--- src/rtl/cnn_pkg.sv ---
// Shared types and defaults for the CNN layer sequencer.
package cnn_pkg;

    localparam int CNN_NUM_LAYERS = 6;

    typedef enum logic [2:0] {
        IDLE,
        CLEAR,
        START,
        WAIT,
        FINISH
    } seq_state_t;

    typedef enum logic [1:0] {
        ERR_NONE    = 2'd0,
        ERR_ORDER   = 2'd1,
        ERR_INDEX   = 2'd2,
        ERR_TIMEOUT = 2'd3
    } seq_err_t;

endpackage

--- src/rtl/seq_watchdog.sv ---
// WAIT-state watchdog: counts while run is high, flags expiry at all-ones.
// Only instantiated when CNN_SEQ_TIMEOUT_EN is defined.
module seq_watchdog
    import cnn_pkg::*;
#(
    parameter int TO_W = 20
) (
    input  logic clk,
    input  logic reset,
    input  logic run,
    output logic expired
);

    logic [TO_W-1:0] count;

    // NOTE: sequential state uses non-blocking assignments so every register samples pre-edge values.
    always_ff @(posedge clk or posedge reset) begin
        if (reset) begin
            count <= '0;
        end else if (!run) begin
            count <= '0;
        end else begin
            count <= count + TO_W'(1);
        end
    end

    assign expired = run && (&count);

endmodule

--- src/rtl/cnn_layer_sequencer.sv ---
// Sequences NUM_LAYERS layer engines via start/done handshake, single-step or run-all.
// Optional WAIT watchdog enabled by defining CNN_SEQ_TIMEOUT_EN.
module cnn_layer_sequencer
    import cnn_pkg::*;
#(
    parameter int NUM_LAYERS = CNN_NUM_LAYERS,
    parameter int LW         = $clog2(NUM_LAYERS),
    parameter int TO_W       = 20
) (
    input  logic                  clk,
    input  logic                  reset,
    input  logic                  sw_go,
    input  logic                  sw_mode,
    input  logic [LW-1:0]         sw_layer,
    input  logic                  sw_abort,
    input  logic [NUM_LAYERS-1:0] layer_done,
    output logic [NUM_LAYERS-1:0] layer_start,
    output logic [LW-1:0]         mac_layer,
    output logic                  mac_rst,
    output logic                  cnt_rst,
    output logic                  busy,
    output logic [LW-1:0]         cur_layer,
    output logic [NUM_LAYERS-1:0] done_mask,
    output logic [1:0]            err,
    output logic                  irq
);

    localparam logic [LW:0]   NUM_L = (LW + 1)'(NUM_LAYERS);
    localparam logic [LW-1:0] LAST  = LW'(NUM_LAYERS - 1);

    seq_state_t            state, state_d;
    seq_err_t              err_q, err_d;
    logic                  mode, mode_d;
    logic [LW-1:0]         cur_layer_d;
    logic [NUM_LAYERS-1:0] done_mask_d;
    logic [NUM_LAYERS-1:0] layer_start_d;
    logic                  clr_q, clr_d;
    logic                  irq_d;
    logic [LW-1:0]         target;
    logic                  bad_index;
    logic                  prev_done;
    logic                  timeout;

    assign target    = sw_mode ? '0 : sw_layer;
    assign bad_index = {1'b0, target} >= NUM_L;
    assign prev_done = done_mask[target - LW'(1)];

`ifdef CNN_SEQ_TIMEOUT_EN
    seq_watchdog #(.TO_W(TO_W)) u_watchdog (
        .clk     (clk),
        .reset   (reset),
        .run     (state == WAIT),
        .expired (timeout)
    );
`else
    // Never fires; TO_W only sizes the optional watchdog.
    assign timeout = (TO_W < 0);
`endif

    // NOTE: every always_comb output gets a default first so no path infers a latch.
    always_comb begin
        state_d       = state;
        err_d         = err_q;
        mode_d        = mode;
        cur_layer_d   = cur_layer;
        done_mask_d   = done_mask;
        layer_start_d = '0;
        clr_d         = 1'b0;
        irq_d         = 1'b0;

        unique case (state)
            IDLE: begin
                if (sw_go) begin
                    mode_d = sw_mode;
                    err_d  = ERR_NONE;
                    if (target == '0) begin
                        done_mask_d = '0;
                    end
                    if (bad_index) begin
                        err_d = ERR_INDEX;
                        irq_d = 1'b1;
                    end else if (target != '0 && !prev_done) begin
                        err_d = ERR_ORDER;
                        irq_d = 1'b1;
                    end else begin
                        state_d     = CLEAR;
                        cur_layer_d = target;
                        clr_d       = 1'b1;
                    end
                end
            end
            CLEAR: begin
                state_d       = START;
                layer_start_d = NUM_LAYERS'(1) << cur_layer;
            end
            START: begin
                state_d = WAIT;
            end
            WAIT: begin
                if (layer_done[cur_layer]) begin
                    done_mask_d[cur_layer] = 1'b1;
                    if (mode && cur_layer != LAST) begin
                        state_d     = CLEAR;
                        cur_layer_d = cur_layer + LW'(1);
                        clr_d       = 1'b1;
                    end else begin
                        state_d = FINISH;
                        irq_d   = 1'b1;
                    end
                end else if (timeout) begin
                    state_d = IDLE;
                    err_d   = ERR_TIMEOUT;
                    irq_d   = 1'b1;
                    clr_d   = 1'b1;
                end
            end
            FINISH: begin
                state_d = IDLE;
            end
            default: begin
                state_d = IDLE;
            end
        endcase

        // Abort overrides everything above, including a same-cycle layer_done.
        if (sw_abort && state != IDLE) begin
            state_d       = IDLE;
            err_d         = err_q;
            cur_layer_d   = cur_layer;
            done_mask_d   = done_mask;
            layer_start_d = '0;
            irq_d         = 1'b0;
            clr_d         = 1'b1;
        end
    end

    always_ff @(posedge clk or posedge reset) begin
        if (reset) begin
            state       <= IDLE;
            err_q       <= ERR_NONE;
            mode        <= 1'b0;
            cur_layer   <= '0;
            done_mask   <= '0;
            layer_start <= '0;
            clr_q       <= 1'b0;
            irq         <= 1'b0;
        end else begin
            state       <= state_d;
            err_q       <= err_d;
            mode        <= mode_d;
            cur_layer   <= cur_layer_d;
            done_mask   <= done_mask_d;
            layer_start <= layer_start_d;
            clr_q       <= clr_d;
            irq         <= irq_d;
        end
    end

    assign mac_layer = cur_layer;
    assign mac_rst   = clr_q;
    assign cnt_rst   = clr_q;
    assign busy      = (state != IDLE);
    assign err       = err_q;

endmodule
--- config.mk ---
export PLATFORM = sky130hd
export DESIGN_NAME = cnn_layer_sequencer
export DESIGN_NICKNAME = d
export VERILOG_FILES = /design/src/rtl/cnn_pkg.sv /design/src/rtl/seq_watchdog.sv /design/src/rtl/cnn_layer_sequencer.sv
export SDC_FILE = /design/constraint.sdc
export NUM_CORES = 1
export LEC_CHECK = 0
export BUFFER_PORTS_ARGS = -buffer_cell sky130_fd_sc_hd__buf_2
export CAP_MARGIN = 20
export CORE_MARGIN = 1.5
export CORE_UTILIZATION = 51
export DETAILED_ROUTE_END_ITERATION = 10
export HOLD_SLACK_MARGIN = 0.1
export PLACE_DENSITY = 0.79
export SYNTH_ARGS = -nofsm -noshare
export SYNTH_HDL_FRONTEND = slang
export SYNTH_HIERARCHICAL = 1
export SYNTH_SLANG_ARGS = --single-unit
--- constraint.sdc ---
create_clock -name clk -period 2 [get_ports clk]
set_input_delay 0.3 -clock clk [delete_from_list [all_inputs] [get_ports clk]]
set_output_delay 0.3 -clock clk [all_outputs]
set_load 0.005 [all_outputs]
==> impl_metrics.csv, run 1 <==
group,metric,value,unit
yosys,synthAdderAreaFrac,0.0570,
worst_setup_path,endpoint_kind,"register",
sta,timing.slew.headroom,0.702,
placement,post-dp-hpwl,2450,µm
yosys,synth-async-reset-ratio,1.00,
worst_setup_path,cp_max_fo,5,
detailed_routing,drt-wirelength-per-cell,14.7,µm
floorplan,initial_core_util,0.536,
clocking,htree_levels,1,
pwr,p_sw_frac,0.411,
detailed_routing,drc,0,
pwr,p_seq_frac,0.396,
floorplan,die-area,2890,µm²
final_layout,final_nets,196,
sta,slew_viol_final,0,
sta,post-route-period-util,0.928,
clocking,clk_latency,0.32,ns
pwr,power.density,1090,nW/µm²
floorplan,core,2450,µm²
worst_setup_path,worst_setup_path_start_kind,"primary input",
worst_setup_path,crit_arrival,2.07,ns
yosys,synth_compound_area_frac,0.154,
detailed_routing,totalWireLength,3010,µm
clocking,cts_buffer_depth,2,
global_route,grt_usage,0.228,
global_route,grt_pass1_vias,1099,
hold_path,hold_class,"in2reg",
sta,clock.fmax,0.539,GHz
final_layout,diodes,0,
pwr,power.leakage,0.837,nW
yosys,synth_common_cells,"23 x dfrtp_1, 17 x nor2_1, 13 x nand2_1",
hold_path,min-delay-start,"layer_done[5]",
worst_setup_path,reg2reg_to,"cur_layer[2]$_DFFE_PP0P_",
sta,fin_setup_tns,0,ns
yosys,ys_ff_latch,23,
yosys,synth_top_area_frac,0.437,
floorplan,fp.dieH,53.8,µm
yosys,avgSynthCellArea,10.0,µm²
global_route,gr-total-overflow,0,
pwr,ir_drop,0.748,mV
worst_setup_path,crit_buf_inv,1,
run_status,outcome,"finished clean",
worst_setup_path,cpPeakStageDelay,0.39,ns
final_layout,filler_cell_count,212,
yosys,yosys.area_share.simple,0.205,
sta,skew,0.00791,ns
detailed_routing,drt-initial-drc-count,16,
sta,tightest_slew,0.447,ns
hold_path,holdPathStages,2,
flow_run,max-cap-violations,0,
pwr,power_frac_comb,0.477,
floorplan,die_w,53.8,µm
sta,hold_viol_final,0,
yosys,synth_top_family_by_area,"simple AND/OR/NAND/NOR gates",
worst_setup_path,cp_slowest_cell,"o311ai_4",
final_layout,area_growth,24.2,%
floorplan,io_pins,38,
clocking,cts_root_buffer,"clkbuf_4",
placement,place_congestion,0.853,
sta,setup_viol,0,
yosys,synth_area_leaders,"dfrtp_1 44%, ha_1 5.7%, mux2i_1 5.3%",
global_route,grt_first_pass_wirelength,4770,µm
floorplan,rows,18,
worst_setup_path,crit_chain,"buf_2, nand2b_1, ha_4, mux2i_1, nand2_1, o21ai_2, o311ai_4, nand4_2, a2111oi_2",
clocking,cts_tree,"built",
worst_setup_path,crit_family,"compound AO/OA/AOI/OAI gates",
yosys,synth.distinct_cells,37,
sta,min_period,1.86,ns
clocking,cts_buffers,3,
pwr,p_sw,734,µW
worst_setup_path,reg2reg_slack,0.18,ns
yosys,yosysTopAreaCell,"dfrtp_1",
worst_setup_path,reg2reg_depth,6,
yosys,synth-main-ff-cell,"dfrtp_1",
clocking,post_cts_buffers,0,
yosys,synth_cells,131,
worst_setup_path,path_class,"in2reg",
global_route,antenna_found_initial,0,
hold_path,min_to,"done_mask[5]$_DFFE_PP0P_",
detailed_routing,vias_per_cell,5.57,
yosys,syn-cell-area,1320,µm²
detailed_routing,final_antenna_net_count,0,
yosys,synthMuxAreaShare,0.0817,
global_route,grt_max_degree,24,
yosys,synth_edf_count,0,
final_layout,drive_gt1_frac,0.377,
yosys,yosysMostFrequentCell,"dfrtp_1",
clocking,clkSinkCount,23,
yosys,yosys_warnings,6,
clocking,clk_pin_slew_worst_paths,0.14,ns
yosys,synthesis.nets,151,
worst_setup_path,r2r_start,"cur_layer[0]$_DFFE_PP0P_",
pwr,clock_power_share,0.127,
worst_setup_path,required,2.22,ns
detailed_routing,first_pass_iters,4,
pwr,power.internal,1.05,mW
yosys,synth-xor-area-share,0.00665,
detailed_routing,vias,1142,
sta,whs,0.242,ns
yosys,synth_seq_area_share,0.437,
placement,port-buffer-count,37,
-- routing by layer --
layer	GRT usage	vias to the layer above	routed length [µm]
met4	0.0726	0	58
met5	0	-	0
met3	0.0389	10	172
li1	-	540	-
met1	0.270	543	1190
met2	0.415	49	1590
-- placed cells by master, fill, tap and decap left out, types with 4 or more instances in the layout --
cell type	n
mux2i_1	7
inv_1	8
a32o_1	4
a21oi_1	4
dfrtp_1	23
nor2_1	17
ha_1	5
buf_2	37
buf_4	10
nand2_1	13
-- sequential cells by signal (all words and copies together) (netlist names) --
name and cells:
done_mask 6, layer_start 6, cur_layer 3, state 3, err 2, cnt_rst 1
irq 1, mode 1
-- cells by family after synthesis --
logic type	after synthesis
flops	23
xor+xnor	1
mux	10
fa+ha+maj	6
buf+inv	16
compound gates	23
simple gates	52
-- area by class of cell --
| cell class | count | area [µm²] | area share |
|---|---|---|---|
| clock buffers | 3 | 22.5 | 0.0138 |
| clock inverters | 1 | 7.51 | 0.00459 |
| inverters | 8 | 30.0 | 0.0184 |
| well taps | 30 | 37.5 | 0.0230 |
| multi-input cells | 92 | 692 | 0.423 |
| flip-flops and latches | 23 | 576 | 0.352 |
| repair buffers | 48 | 270 | 0.165 |
-- what timing repair did --
action | in CTS | in global routing
hold buffers | 1 | 0
endpoints found under the setup margin | 0 | 2
resized for setup | 0 | 1
endpoints found under the hold margin | 23 | 0
-- per-stage QoR --
| step | cell area [µm²] | total power, mW | instances | worst slack (ns) | utilization |
|---|---|---|---|---|---|
| 2_1_floorplan | 1340 | 1.25 | 131 | 0.00742 | - |
| 3_3_place_gp | 1590 | 1.51 | 200 | -0.0927 | 0.647 |
| 3_5_place_dp | 1590 | 1.56 | 200 | -0.196 | 0.647 |
| 4_1_cts | 1630 | 1.78 | 205 | 0.123 | 0.664 |
| 5_1_grt | 1640 | 1.92 | 205 | -0.0109 | 0.666 |
| 6_report | 1640 | 1.78 | 205 | 0.144 | 0.666 |
-- power by group through the flow --
stage | logic [mW] | clock network, mW | registers [mW]
after floorplan | 0.560 | 0 | 0.691
after global placement | 0.801 | 0 | 0.709
after detailed placement | 0.843 | 0 | 0.718
after CTS | 0.847 | 0.229 | 0.709
after global routing | 0.944 | 0.242 | 0.731
final | 0.851 | 0.227 | 0.707
-- how the worst max path moves through the flow --
stage                                        start                  endpoint  slack (ns)  cells past startpoint
final                                      sw_mode      state[2]$_DFFE_PP0P_        0.14                      9
after global routing      cur_layer[0]$_DFFE_PP0P_  cur_layer[2]$_DFFE_PP0P_       -0.01                      6
after CTS                     state[1]$_DFFE_PP0P_      state[2]$_DFFE_PP0P_        0.12                      4
after detailed placement                   sw_mode      state[2]$_DFFE_PP0P_       -0.20                      9
after global placement                     sw_mode  cur_layer[1]$_DFFE_PP0P_       -0.09                      8
after floorplan                        sw_layer[0]  cur_layer[1]$_DFFE_PP0P_       0.007                      8
-- worst register-to-register path, delay by kind of cell, from the launching register on --
family / cells / cell delay [ns]
flops: 1 / 0.57
mux: 2 / 0.37
compound gates: 2 / 0.41
simple gates: 2 / 0.41
Note: power is estimated with default switching activity, not from simulation.
==> run 2, diff against run 1 <==
--- a/config.mk
+++ b/config.mk
@@ -12,6 +12,7 @@
 export DETAILED_ROUTE_END_ITERATION = 10
 export HOLD_SLACK_MARGIN = 0.1
 export PLACE_DENSITY = 0.79
+export RECOVER_POWER = 25
 export SYNTH_ARGS = -nofsm -noshare
 export SYNTH_HDL_FRONTEND = slang
 export SYNTH_HIERARCHICAL = 1
==> run 2 against run 1 <==
- clock-buffer cell count unchanged
- non-clock buffer count is the same
- routed wire length about the same
- sequential share of layout area rose by 0.081 points
- power about the same
- die area unchanged
- register-to-register slack barely moved
- sequential power about the same
- global-route usage stayed put
- critical endpoint unchanged
- largest cell class unchanged
==> impl_metrics.csv, run 2 (same netlist as run 1, synthesis figures left out) <==
group,metric,value,unit
worst_setup_path,worst_setup_path_start_kind,"primary input",
global_route,grt_first_pass_wirelength,4770,µm
placement,dp_slack,-0.196,ns
floorplan,initial_core_util,0.536,
pwr,power.leakage,0.833,nW
clocking,cts_root_buffer,"clkbuf_4",
placement,place_congestion,0.853,
sta,skew,0.00797,ns
global_route,grt_use_met2,0.415,
floorplan,die-area,2890,µm²
floorplan,io_pins,38,
final_layout,largestRegisters,"done_mask (6), layer_start (6)",
clocking,cts_buffers,3,
sta,hold_viol_final,0,
sta,setup_viol,0,
pwr,ir_drop,0.748,mV
final_layout,drive_gt1_frac,0.371,
clocking,cts_buffer_depth,2,
detailed_routing,drc,0,
floorplan,die_w,53.8,µm
worst_setup_path,reg2reg_to,"cur_layer[2]$_DFFE_PP0P_",
pwr,power.density,1090,nW/µm²
clocking,post_cts_buffers,0,
global_route,gr-total-overflow,0,
detailed_routing,totalWireLength,3020,µm
worst_setup_path,cp_max_fo,5,
sta,timing.slew.headroom,0.192,
sta,post-route-period-util,0.928,
global_route,grt_max_degree,24,
final_layout,fin_area,1630,µm²
run_status,outcome,"finished clean",
final_layout,final_core_util,0.665,
detailed_routing,final_antenna_net_count,0,
detailed_routing,drt-wirelength-per-cell,14.7,µm
worst_setup_path,endpoint_kind,"register",
clocking,clkSinkCount,23,
final_layout,final_cell_mix,"37 x buf_2, 23 x dfrtp_1, 17 x nor2_1",
placement,dpl_cell_area,1590,µm²
placement,post-dp-hpwl,2450,µm
flow_run,max-cap-violations,0,
worst_setup_path,required,2.22,ns
global_route,grt-busiest-layer,"met2",
final_layout,final_nets,196,
global_route,grt_usage,0.228,
final_layout,final_common_cell,"buf_2",
sta,tightest_slew,1.21,ns
floorplan,core,2450,µm²
detailed_routing,vias,1141,
worst_setup_path,r2r_start,"cur_layer[0]$_DFFE_PP0P_",
worst_setup_path,reg2reg_slack,0.18,ns
final_layout,diodes,0,
hold_path,hold_class,"in2reg",
clocking,clk_pin_slew_worst_paths,0.14,ns
final_layout,area_growth,24.0,%
detailed_routing,vias_per_cell,5.57,
detailed_routing,first_pass_iters,4,
placement,port-buffer-count,37,
sta,slew_viol_final,0,
sta,setup_slack,0.144,ns
clocking,cts_tree,"built",
clocking,clk_latency,0.32,ns
sta,clock.fmax,0.539,GHz
detailed_routing,drt-initial-drc-count,16,
worst_setup_path,path_class,"in2reg",
global_route,grt_use_met1,0.270,
worst_setup_path,reg2reg_depth,6,
worst_setup_path,endpoint,"state[2]$_DFFE_PP0P_",
floorplan,rows,18,
global_route,met3_usage,0.0389,
worst_setup_path,crit_start,"sw_mode",
sta,min_period,1.86,ns
global_route,grt_pass1_vias,1099,
floorplan,fp.dieH,53.8,µm
global_route,antenna_found_initial,0,
clocking,htree_levels,1,
worst_setup_path,crit_arrival,2.07,ns
sta,whs,0.241,ns
[run 2: cell types whose count changed in the layout (fill, tap and decap cells not counted), sizes merged]
cell / delta
buf: -1
clkbuf: +1
[run 2: worst min path at each step]
stage / from / endpoint / cells after the start
after detailed placement: reset / layer_start[5]$_DFF_PP0_ / 3
after CTS: sw_abort / state[1]$_DFFE_PP0P_ / 2
after floorplan: reset / cnt_rst$_DFF_PP0_ / 1
after global placement: reset / state[0]$_DFFE_PP0P_ / 3
final: layer_done[5] / done_mask[5]$_DFFE_PP0P_ / 2
after global routing: sw_abort / state[1]$_DFFE_PP0P_ / 2
[run 2: final cells by class]
type	count	area [µm²]
fillers	211	823
multi-input cells	92	692
flip-flops and latches	23	576
repair buffers	48	267
well taps	30	37.5
inverters	8	30.0
clock buffers	3	22.5
clock inverters	1	7.51
[run 2: power by group]
| group | internal [mW] | switching [mW] | total [mW] |
|---|---|---|---|
| registers | 0.579 | 0.129 | 0.707 |
| logic | 0.395 | 0.455 | 0.850 |
| clock network | 0.0765 | 0.150 | 0.227 |
| total | 1.05 | 0.734 | 1.78 |
[run 2: critical path, stage by stage]
cell and delay (ns):
buf_2 0.13, nand2b_1 0.19, ha_4 0.30, mux2i_1 0.08, nand2_1 0.10, o21ai_2 0.08
o311ai_4 0.39, nand4_2 0.16, a2111oi_2 0.35
[run 2: routing by layer]
metal	part of all wire	up-vias	routed length, µm
met5	0	-	0
met4	0.019	0	58
met3	0.057	10	172
met2	0.53	49	1590
met1	0.40	542	1190
li1	-	540	-
[run 2: what timing repair did]
item | CTS | global route
endpoints found under the setup margin | 0 | 2
gates resized for setup | 0 | 1
hold endpoints to repair | 23 | 0
hold buffers | 1 | 0
[run 2: stage by stage]
stage	TNS (ns)	instances	power, mW
global route	-0.0109	205	1.92
global placement	-0.339	200	1.51
finish	0	205	1.78
floorplan	0	131	1.25
detailed placement	-0.694	200	1.56
CTS	0	205	1.78
==> run 3, diff against run 2 <==
--- a/config.mk
+++ b/config.mk
@@ -6,10 +6,11 @@
 export NUM_CORES = 1
 export LEC_CHECK = 0
 export BUFFER_PORTS_ARGS = -buffer_cell sky130_fd_sc_hd__buf_2
-export CAP_MARGIN = 20
+export CAP_MARGIN = 0
 export CORE_MARGIN = 1.5
 export CORE_UTILIZATION = 51
 export DETAILED_ROUTE_END_ITERATION = 10
+export GPL_ROUTABILITY_DRIVEN = 1
 export HOLD_SLACK_MARGIN = 0.1
 export PLACE_DENSITY = 0.79
 export RECOVER_POWER = 25
==> constraint.sdc (replaced) <==
create_clock -name clk -period 2 [get_ports clk]
set_input_delay 0.3 -clock clk [delete_from_list [all_inputs] [get_ports clk]]
set_output_delay 0.3 -clock clk [all_outputs]
set_load 0.05 [all_outputs]
==> run 3 against run 2 <==
- clock power is 4% lower
- clock skew about the same
- sequential share of layout area up 0.35 points
==> impl_metrics.csv, run 3 (same netlist as run 1, synthesis figures left out) <==
group,metric,value,unit
final_layout,area_growth,23.0,%
floorplan,die_w,53.8,µm
worst_setup_path,endpoint_kind,"register",
placement,dpl_cell_area,1590,µm²
detailed_routing,first_pass_iters,5,
placement,port-buffer-count,37,
global_route,gr-total-overflow,0,
floorplan,die-area,2890,µm²
floorplan,fp.dieH,53.8,µm
detailed_routing,vias_per_cell,5.36,
sta,tightest_slew,0.547,ns
worst_setup_path,required,2.21,ns
clocking,post_cts_buffers,0,
global_route,grt_first_pass_wirelength,4390,µm
detailed_routing,vias,1098,
sta,hold_viol_final,0,
placement,place_congestion,0.843,
global_route,antenna_found_initial,0,
detailed_routing,totalWireLength,2760,µm
sta,rsz0062_at_grt,"false",
flow_run,max-cap-violations,0,
final_layout,final_common_cell,"buf_2",
final_layout,largestRegisters,"done_mask (6), layer_start (6)",
sta,setup_viol,0,
clocking,hold_buffers,1,
worst_setup_path,crit_arrival,2.04,ns
floorplan,rows,18,
detailed_routing,final_antenna_net_count,0,
final_layout,fin_area,1620,µm²
final_layout,final_core_util,0.660,
global_route,grt_max_degree,14,
clocking,cts_resized,0,
pwr,power.density,1360,nW/µm²
clocking,htree_levels,1,
pwr,ir_drop,0.916,mV
clocking,cts_tree,"built",
global_route,grt_usage,0.209,
clocking,clk_pin_slew_worst_paths,0.13,ns
floorplan,io_pins,38,
sta,slew_viol_final,0,
sta,setup_slack,0.162,ns
floorplan,initial_core_util,0.536,
floorplan,core,2450,µm²
detailed_routing,drt-initial-drc-count,15,
clocking,cts_root_buffer,"clkbuf_4",
clocking,clkSinkCount,23,
pwr,power.leakage,0.828,nW
final_layout,drive_gt1_frac,0.360,
final_layout,final_cell_mix,"37 x buf_2, 22 x dfrtp_1, 17 x nor2_1",
final_layout,multi_input_area,686,µm²
clocking,clk_latency,0.31,ns
final_layout,filler_cell_count,202,
final_layout,diodes,0,
worst_setup_path,cp_max_fo,5,
sta,timing.slew.headroom,0.632,
global_route,grt_pass1_vias,1028,
hold_path,hold_class,"in2reg",
final_layout,stdcell_count,205,
sta,skew,0.00818,ns
worst_setup_path,path_class,"in2reg",
clocking,cts_buffer_depth,2,
worst_setup_path,worst_setup_path_start_kind,"primary input",
final_layout,seq_area,577,µm²
placement,dp.cells,200,
placement,post-dp-hpwl,2250,µm
pwr,total_power,2.20,mW
sta,post-route-period-util,0.919,
sta,min_period,1.84,ns
detailed_routing,drt-wirelength-per-cell,13.4,µm
detailed_routing,drc,0,
clocking,cts_buffers,3,
run_status,outcome,"finished clean",
placement,dp_slack,-0.180,ns
sta,clock.fmax,0.544,GHz
final_layout,final_nets,196,
-- run 3: changes by cell type in the layout (fill, tap and decap cells not counted) --
cell / delta
buf_4: -1
clkinvlp_4: -1
nor4_2: -1
dfrtp_1: -1
dfrtp_2: +1
clkbuf_1: +2
nor4_1: +1
-- run 3: worst max-delay path, stage by stage --
cell       delay (ns)
buf_2            0.13
nand2b_1         0.19
ha_4             0.24
mux2_2           0.23
o21ai_2          0.07
o311ai_4         0.37
nand4_2          0.18
a2111oi_2        0.32
-- run 3: path summary, 6_finish.rpt --
kind | from | to | slack [ns] | cells past startpoint
hold / removal | layer_done[4] | done_mask[4]$_DFFE_PP0P_ | 0.25 | 2
setup reg to reg | state[1]$_DFFE_PP0P_ | state[0]$_DFFE_PP0P_ | 0.19 | 4
max in group asynchronous | reset | cur_layer[0]$_DFFE_PP0P_ | 0.79 | 4
hold reg to reg | err[0]$_DFFE_PP0P_ | err[0]$_DFFE_PP0P_ | 0.49 | 2
setup / recovery | sw_mode | state[2]$_DFFE_PP0P_ | 0.16 | 8
min in group asynchronous | reset | layer_start[3]$_DFF_PP0_ | 0.44 | 3
-- run 3: layout make-up --
| type | instances | share of cell area |
|---|---|---|
| timing repair buffer | 48 | 0.162 |
| tap | 30 | 0.0232 |
| multi-input combinational | 92 | 0.423 |
| inverter | 8 | 0.0185 |
| sequential | 23 | 0.356 |
| clock buffer | 4 | 0.0162 |
-- run 3: report_power, final --
group / switching [mW] / internal, mW
registers: 0.137 / 0.580
logic: 0.883 / 0.385
clock network: 0.140 / 0.0779
-- run 3: per-stage QoR --
| stage | TNS [ns] | hold WS, ns |
|---|---|---|
| after floorplan | 0 | 0.302 |
| after global routing | 0 | 0.254 |
| after detailed placement | -0.683 | 0.246 |
| final | 0 | 0.254 |
| after global placement | -0.360 | 0.236 |
| after CTS | 0 | 0.255 |
-- run 3: metal layers --
layer,vias to the layer above,share of wire,track usage
met5,-,0,0
met4,0,0.0073,0.0641
met3,4,0.045,0.0250
met1,517,0.45,0.270
met2,34,0.50,0.362
li1,543,-,-
